$ cat src/rtl/reg_share_arbiter.sv
// Four-requester arbiter guarding one shared WIDTH-bit register (IDLE -> GRANT -> DONE).
// Define RR_ARB_EN for round-robin selection; otherwise the lowest requesting index wins.
module reg_share_arbiter #(
    parameter int WIDTH = 8
) (
    input  logic               clk,
    input  logic               rst,
    input  logic [3:0]         req,
    input  logic [4*WIDTH-1:0] din,
    output logic [3:0]         gnt,
    output logic [WIDTH-1:0]   q,
    output logic               ack,
    output logic               busy,
    output logic [7:0]         wr_cnt
);

    typedef enum logic [1:0] {
        IDLE  = 2'd0,
        GRANT = 2'd1,
        DONE  = 2'd2
    } state_t;

    state_t           state_q, state_d;
    logic [1:0]       win_q, win_d;
    logic [3:0]       gnt_q, gnt_d;
    logic [WIDTH-1:0] data_q, data_d;
    logic             ack_q, ack_d;
    logic [7:0]       cnt_q, cnt_d;
    logic [1:0]       pick;
    logic [WIDTH-1:0] lane [4];

    genvar gi;
    generate
        for (gi = 0; gi < 4; gi++) begin : g_lane
            assign lane[gi] = din[gi*WIDTH +: WIDTH];
        end
    endgenerate

`ifdef RR_ARB_EN
    logic [1:0] ptr_q, ptr_d;

    // Search starts at the pointer and walks upward modulo 4.
    always_comb begin
        logic [1:0] idx;
        logic       found;
        pick  = ptr_q;
        found = 1'b0;
        idx   = ptr_q;
        for (int k = 0; k < 4; k++) begin
            idx = ptr_q + 2'(k);
            if (!found && req[idx]) begin
                pick  = idx;
                found = 1'b1;
            end
        end
    end
`else
    // Descending scan so the lowest set index is the last assignment.
    always_comb begin
        pick = 2'd0;
        for (int i = 3; i >= 0; i--) begin
            if (req[i]) begin
                pick = 2'(i);
            end
        end
    end
`endif

    always_comb begin
        state_d = state_q;
        win_d   = win_q;
        gnt_d   = 4'b0000;
        data_d  = data_q;
        ack_d   = 1'b0;
        cnt_d   = cnt_q;
`ifdef RR_ARB_EN
        ptr_d   = ptr_q;
`endif
        case (state_q)
            IDLE: begin
                if (|req) begin
                    win_d   = pick;
                    gnt_d   = 4'b0001 << pick;
                    state_d = GRANT;
                end
            end
            GRANT: begin
                // The winner must still be requesting, otherwise the grant is dropped.
                if (req[win_q]) begin
                    data_d  = lane[win_q];
                    cnt_d   = cnt_q + 8'd1;
                    ack_d   = 1'b1;
                    state_d = DONE;
`ifdef RR_ARB_EN
                    ptr_d   = win_q + 2'd1;
`endif
                end else begin
                    state_d = IDLE;
                end
            end
            DONE: begin
                state_d = IDLE;
            end
            default: begin
                state_d = IDLE;
            end
        endcase
    end

    always_ff @(posedge clk or posedge rst) begin
        if (rst) begin
            state_q <= IDLE;
            win_q   <= 2'd0;
            gnt_q   <= 4'b0000;
            data_q  <= '0;
            ack_q   <= 1'b0;
            cnt_q   <= 8'd0;
`ifdef RR_ARB_EN
            ptr_q   <= 2'd0;
`endif
        end else begin
            state_q <= state_d;
            win_q   <= win_d;
            gnt_q   <= gnt_d;
            data_q  <= data_d;
            ack_q   <= ack_d;
            cnt_q   <= cnt_d;
`ifdef RR_ARB_EN
            ptr_q   <= ptr_d;
`endif
        end
    end

    assign gnt    = gnt_q;
    assign q      = data_q;
    assign ack    = ack_q;
    assign busy   = (state_q != IDLE);
    assign wr_cnt = cnt_q;

endmodule

$ cat config.mk
export PLATFORM = sky130hd
export DESIGN_NAME = reg_share_arbiter
export DESIGN_NICKNAME = d
export VERILOG_FILES = /design/src/rtl/reg_share_arbiter.sv
export SDC_FILE = /design/constraint.sdc
export NUM_CORES = 1
export LEC_CHECK = 0
export CAP_MARGIN = 20
export CORE_MARGIN = 3
export CORE_UTILIZATION = 35
export CTS_BUF_LIST = sky130_fd_sc_hd__clkbuf_8
export DETAILED_ROUTE_END_ITERATION = 16
export PLACE_DENSITY_LB_ADDON = 0.15
export SYNTH_ARGS = -nofsm -noshare
export SYNTH_HDL_FRONTEND = slang
export SYNTH_SLANG_ARGS = --single-unit
$ cat constraint.sdc
create_clock -name clk -period 1.5 [get_ports clk]
set_input_delay 0.15 -clock clk [delete_from_list [all_inputs] [get_ports clk]]
set_output_delay 0.15 -clock clk [all_outputs]
set_load 0.05 [all_outputs]
== After elaboration in Yosys (flattened, before gate mapping) ==
Cells that the tools add are included.
Word-level totals
  flip-flop bits (word level): 25
  input port bits: 38
  output and inout bits: 22
  word-level logic and storage cells: 34
Cells by class
  add/subtract/negate cells: 1
  magnitude comparators: 2
  equal/unequal tests: 2
  shifts and indexed selects: 1
  multiplexer cells: 16
  bitwise logic cells: 1
  reduce and logical (&&, ||, !) cells: 5
Operators by type and width (count)
  binary-select mux 8 bit (select 2 bit): 1
  2-to-1 mux 8 bit: 2
  2-to-1 mux 2 bit: 6
  adder 8 x 1 -> 8 bit (second input constant): 1
  2-to-1 mux 4 bit: 2
  case mux 2 bit (2 select lines): 1
  AND reduction 2 bit: 2
  OR reduction 4 bit: 1
  << shifter 1 x 2 -> 4 bit (first input constant): 1
  >= comparator 3 bit (second input constant): 1
  less-than comparator 2 x 3 -> 1 bit (second input constant): 1
  2-to-1 mux 1 bit: 3
  NOT 2 -> 3 bit: 1
  binary-select mux 1 bit (select 2 bit): 1
  equality test 2 x 1 -> 1 bit (second input constant): 1
  zero test 2 bit: 1
  inequality test 2 bit (second input constant): 1
  nonzero test 2 bit: 1

== Longest topological paths before layout ==
  depth after elaboration: 7
  gate-level depth with buffers: 7
  mapped depth without buffers: 5

== Worst setup path after synthesis ==
OpenSTA, ideal clock, no wires.
  kind: register to register
  start point: register win_q[1]
  end point: register cnt_q[1] (netlist: wr_cnt[1])
  setup time: 0.118 ns
  arrival time: 1.396 ns
  data required time: 1.382 ns
  slack: -0.014 ns
  stages on the path, launching flop included: 8
  buffers on the path: 2
  period minus slack after synthesis: 1.514 ns
  cells stage by stage: dfrtp_1 > buf_6 > mux4_2 > nand3b_4 > inv_1 > buf_6 > nand2_1 > nand2_1
Between the ends
  word-level cells in the longest chain between the ends: 3
RTL lines
  start, declared: line 24  | logic [1:0] win_q, win_d;
  start signal, assigned: line 123  | win_q <= win_d;
  binary-select mux 1 bit (select 2 bit): line 89  | if (req[win_q]) begin
  2-to-1 mux 1 bit (not written as such): line 89
  AND reduction 2 bit (no line)
  end signal, assigned: line 127  | cnt_q <= cnt_d;
  end, declared: line 28  | logic [7:0] cnt_q, cnt_d;
No other way between the ends. The select of a mux whose other input is x is not followed.
A chain may end at the register's enable or synchronous reset.

== Worst setup path in the final report ==
  start point: register win_q[1]
  end point: register cnt_q[7] (netlist: wr_cnt[7])
The elaborated chain is that of the path after synthesis.

==> impl_metrics.json <==
{
  "synth-seq-cells": 25,
  "grt_pass1_vias": 970,
  "worst_ep_arrival_time_ps": 1630,
  "required_ps": 1680,
  "syn_inst": 103,
  "cts_root_buf": "clkbuf_8",
  "synth_top_family_by_area": "simple AND/OR/NAND/NOR gates",
  "via_count": 1003,
  "clk_transition_reported_paths_ps": 80,
  "gp_congestion": 0.807,
  "clk_latency_ps": 260,
  "synth_xor_area_share_pct": 5.04,
  "htree_levels": 1,
  "grt_use_total_pct": 12.7,
  "holdWs_ps": 235,
  "final_util_pct": 60.3,
  "synthAdderAreaFrac_pct": 1.03,
  "core-area_sq_um": 3180,
  "synth_ff_type": "dfrtp_1",
  "ys_async_sr_fraction_pct": 100,
  "port_buffers": 59,
  "grt_antenna_before_repair": 0,
  "die_h_um": 65.0,
  "synthesis.area_sq_um": 1220,
  "fp.dieW_um": 65.0,
  "p_per_area_nw_per_um2": 1970,
  "yosysWarningCount": 0,
  "yosysSeqAreaShare_pct": 51.4,
  "clock-sinks": 25,
  "yosysUniqueCellTypes": 22,
  "syn_nets": 142,
  "synthSimpleGateAreaFrac_pct": 19.5,
  "muxShareOfSynthArea_pct": 17.6,
  "slew_headroom_pct": 79.6,
  "syn_avg_cell_area_sq_um": 11.8,
  "hold_path_class": "in2async",
  "finalSetupViolCount": 0,
  "finalCritPeriodShare_pct": 96.5,
  "drv_cap": 0,
  "vdd_ir_drop_max_mv": 0.790,
  "area_delta_synth_final_pct": 57.5,
  "floorplan.initialDensity_pct": 38.3,
  "ant_nets": 0,
  "synth_compound_area_share_pct": 1.54,
  "end_kind": "flip-flop",
  "grt_start_max_net_pins": 26,
  "dieArea_sq_um": 4220,
  "via_per_inst": 4.67,
  "drt_iter0_drc": 32,
  "rsz0062_at_grt": "true",
  "fin_crit_ps": 1450,
  "drt-total-wl_mm": 2.67,
  "path_class": "reg2reg",
  "status": "completed",
  "post_route_cells_drive_above_1_share_pct": 25.7,
  "leakagePower_nw": 0.936,
  "cts_tree": "done",
  "rows": 20,
  "totalPowerFinal_mw": 3.77,
  "finalHoldViolations": 0,
  "dp_hpwl_mm": 2.16,
  "skew_ps": 2.23,
  "synth_edf_count": 0,
  "worstReg2RegStart": "win_q[1]",
  "drc_errors": 0,
  "yosysTopAreaCellShare_pct": 51.4,
  "layout.nets": 211,
  "max_freq_mhz": 691,
  "wl_per_cell_um": 12.4,
  "yosysTopAreaCell": "dfrtp_1",
  "worst_pin_slew_ps": 307,
  "pin_count": 60,
  "numCtsBuffers": 3,
  "cp_max_fo": 6,
  "yosys-top-cells-area": "dfrtp_1 (51%), mux4_2 (11%), nand2_1 (9.6%)",
  "clockBufferDepth": 2,
  "grt.overflow.total": 0,
  "report.final.slew_viol_count": 0,
  "antenna-diode-count": 0,
  "first_pass_iters": 4,
  "startpoint": "win_q[1]",
  "postCtsSetupBuffers": 0,
  "grt_pass1_wl_mm": 4.18,
  "worst_setup_path_start_kind": "flip-flop"
}
-- metal layers --
layer / vias to the layer above / GRT usage, % / part of all wire, %
met3: 0 / 2.95 / 7.9
li1: 490 / - / -
met5: - / 0 / 0
met4: 0 / 3.96 / 0
met1: 469 / 15.1 / 39
met2: 44 / 22.5 / 53
-- synth_stat cells, types with 2 or more instances --
master and instances:
buf_6 2, nand4_1 2, inv_1 4, dfrtp_1 25, mux4_1 3, xor2_1 3, mux4_2 6, nor2_1 7
a21oi_1 2, nand2_1 31, buf_2 2, nor3_1 3, xnor2_1 4
-- critical path: stages, from the launching register on --
cell and delay [ps]:
dfrtp_1 400, mux4_2 360, nand3b_4 140, nor4_4 310, xor2_1 160
-- sequential cells by signal (all words and copies together), names as in the netlist --
signal,cells
win_q,2
wr_cnt,8
gnt,4
ack,1
q,8
state_q,2
-- cell usage in the layout (no fill, tap or decap) --
| cell | n |
|---|---|
| buf_4 | 30 |
| a21oi_1 | 2 |
| and3_1 | 1 |
| inv_1 | 4 |
| nor3_1 | 3 |
| clkbuf_8 | 3 |
| mux4_2 | 6 |
| buf_12 | 1 |
| nand3_1 | 1 |
| and2_1 | 1 |
| o22a_1 | 1 |
| clkdlybuf4s50_1 | 37 |
| nand4_1 | 2 |
| nand3b_4 | 1 |
| nor3b_1 | 1 |
| and4b_1 | 1 |
| nand2_1 | 31 |
| nor4_4 | 1 |
| ha_1 | 1 |
| dfrtp_1 | 25 |
| nor2_1 | 6 |
| nor2_2 | 1 |
| xnor2_1 | 4 |
| inv_6 | 1 |
| mux4_1 | 3 |
| xor2_1 | 3 |
-- power by group --
group          leakage (nW)  internal (mW)  switching (mW)
combinational         0.588          0.900            1.36
clock                0.0269          0.182           0.188
sequential            0.321          0.929           0.207
total                 0.936           2.01            1.76
-- metrics by stage --
stage          worst slack (ps)  cells  area, sq um  TNS [ps]
2_1_floorplan              17.9    103         1220         0
3_3_place_gp               -152    211         1860     -1390
3_5_place_dp               -211    211         1860     -2180
4_1_cts                    6.89    215         1900         0
5_1_grt                   -24.7    215         1920      -101
6_report                   52.6    215         1920         0
-- path summary, 6_finish.rpt --
check	to	slack [ps]	depth (start not counted)
max in group asynchronous	q[5]	1030	3
min in group clk	wr_cnt[7]	470	1
hold / removal	wr_cnt[1]	230	3
setup / recovery	wr_cnt[7]	50	4
hold reg to reg	wr_cnt[7]	470	1
setup reg to reg	wr_cnt[7]	50	4
-- area by class of cell --
type | count | area [sq um]
Sequential cell | 25 | 626
Clock buffer | 3 | 41.3
Clock inverter | 1 | 3.75
Multi-Input combinational cell | 70 | 556
Timing Repair Buffer | 68 | 616
Inverter | 4 | 20.0
Fill cell | 282 | 1260
Tap cell | 44 | 55.1
-- cell families (layout without fill, tap and decap cells) --
family                   after synthesis  count (layout)
multiplexers                           9               9
XOR/XNOR                               7               7
AO/OA/AOI/OAI                          3               3
adder cells (fa/ha/maj)                1               1
buffers and inverters                  8              76
flip-flops                            25              25
AND/OR/NAND/NOR                       50              50
-- what timing repair did --
item | in CTS | in global routing
endpoints found under the setup margin | 0 | 5
gates resized for setup | 0 | 4
hold buffers | 0 | 0
No activity file was read; power rests on OpenSTA's default activity.
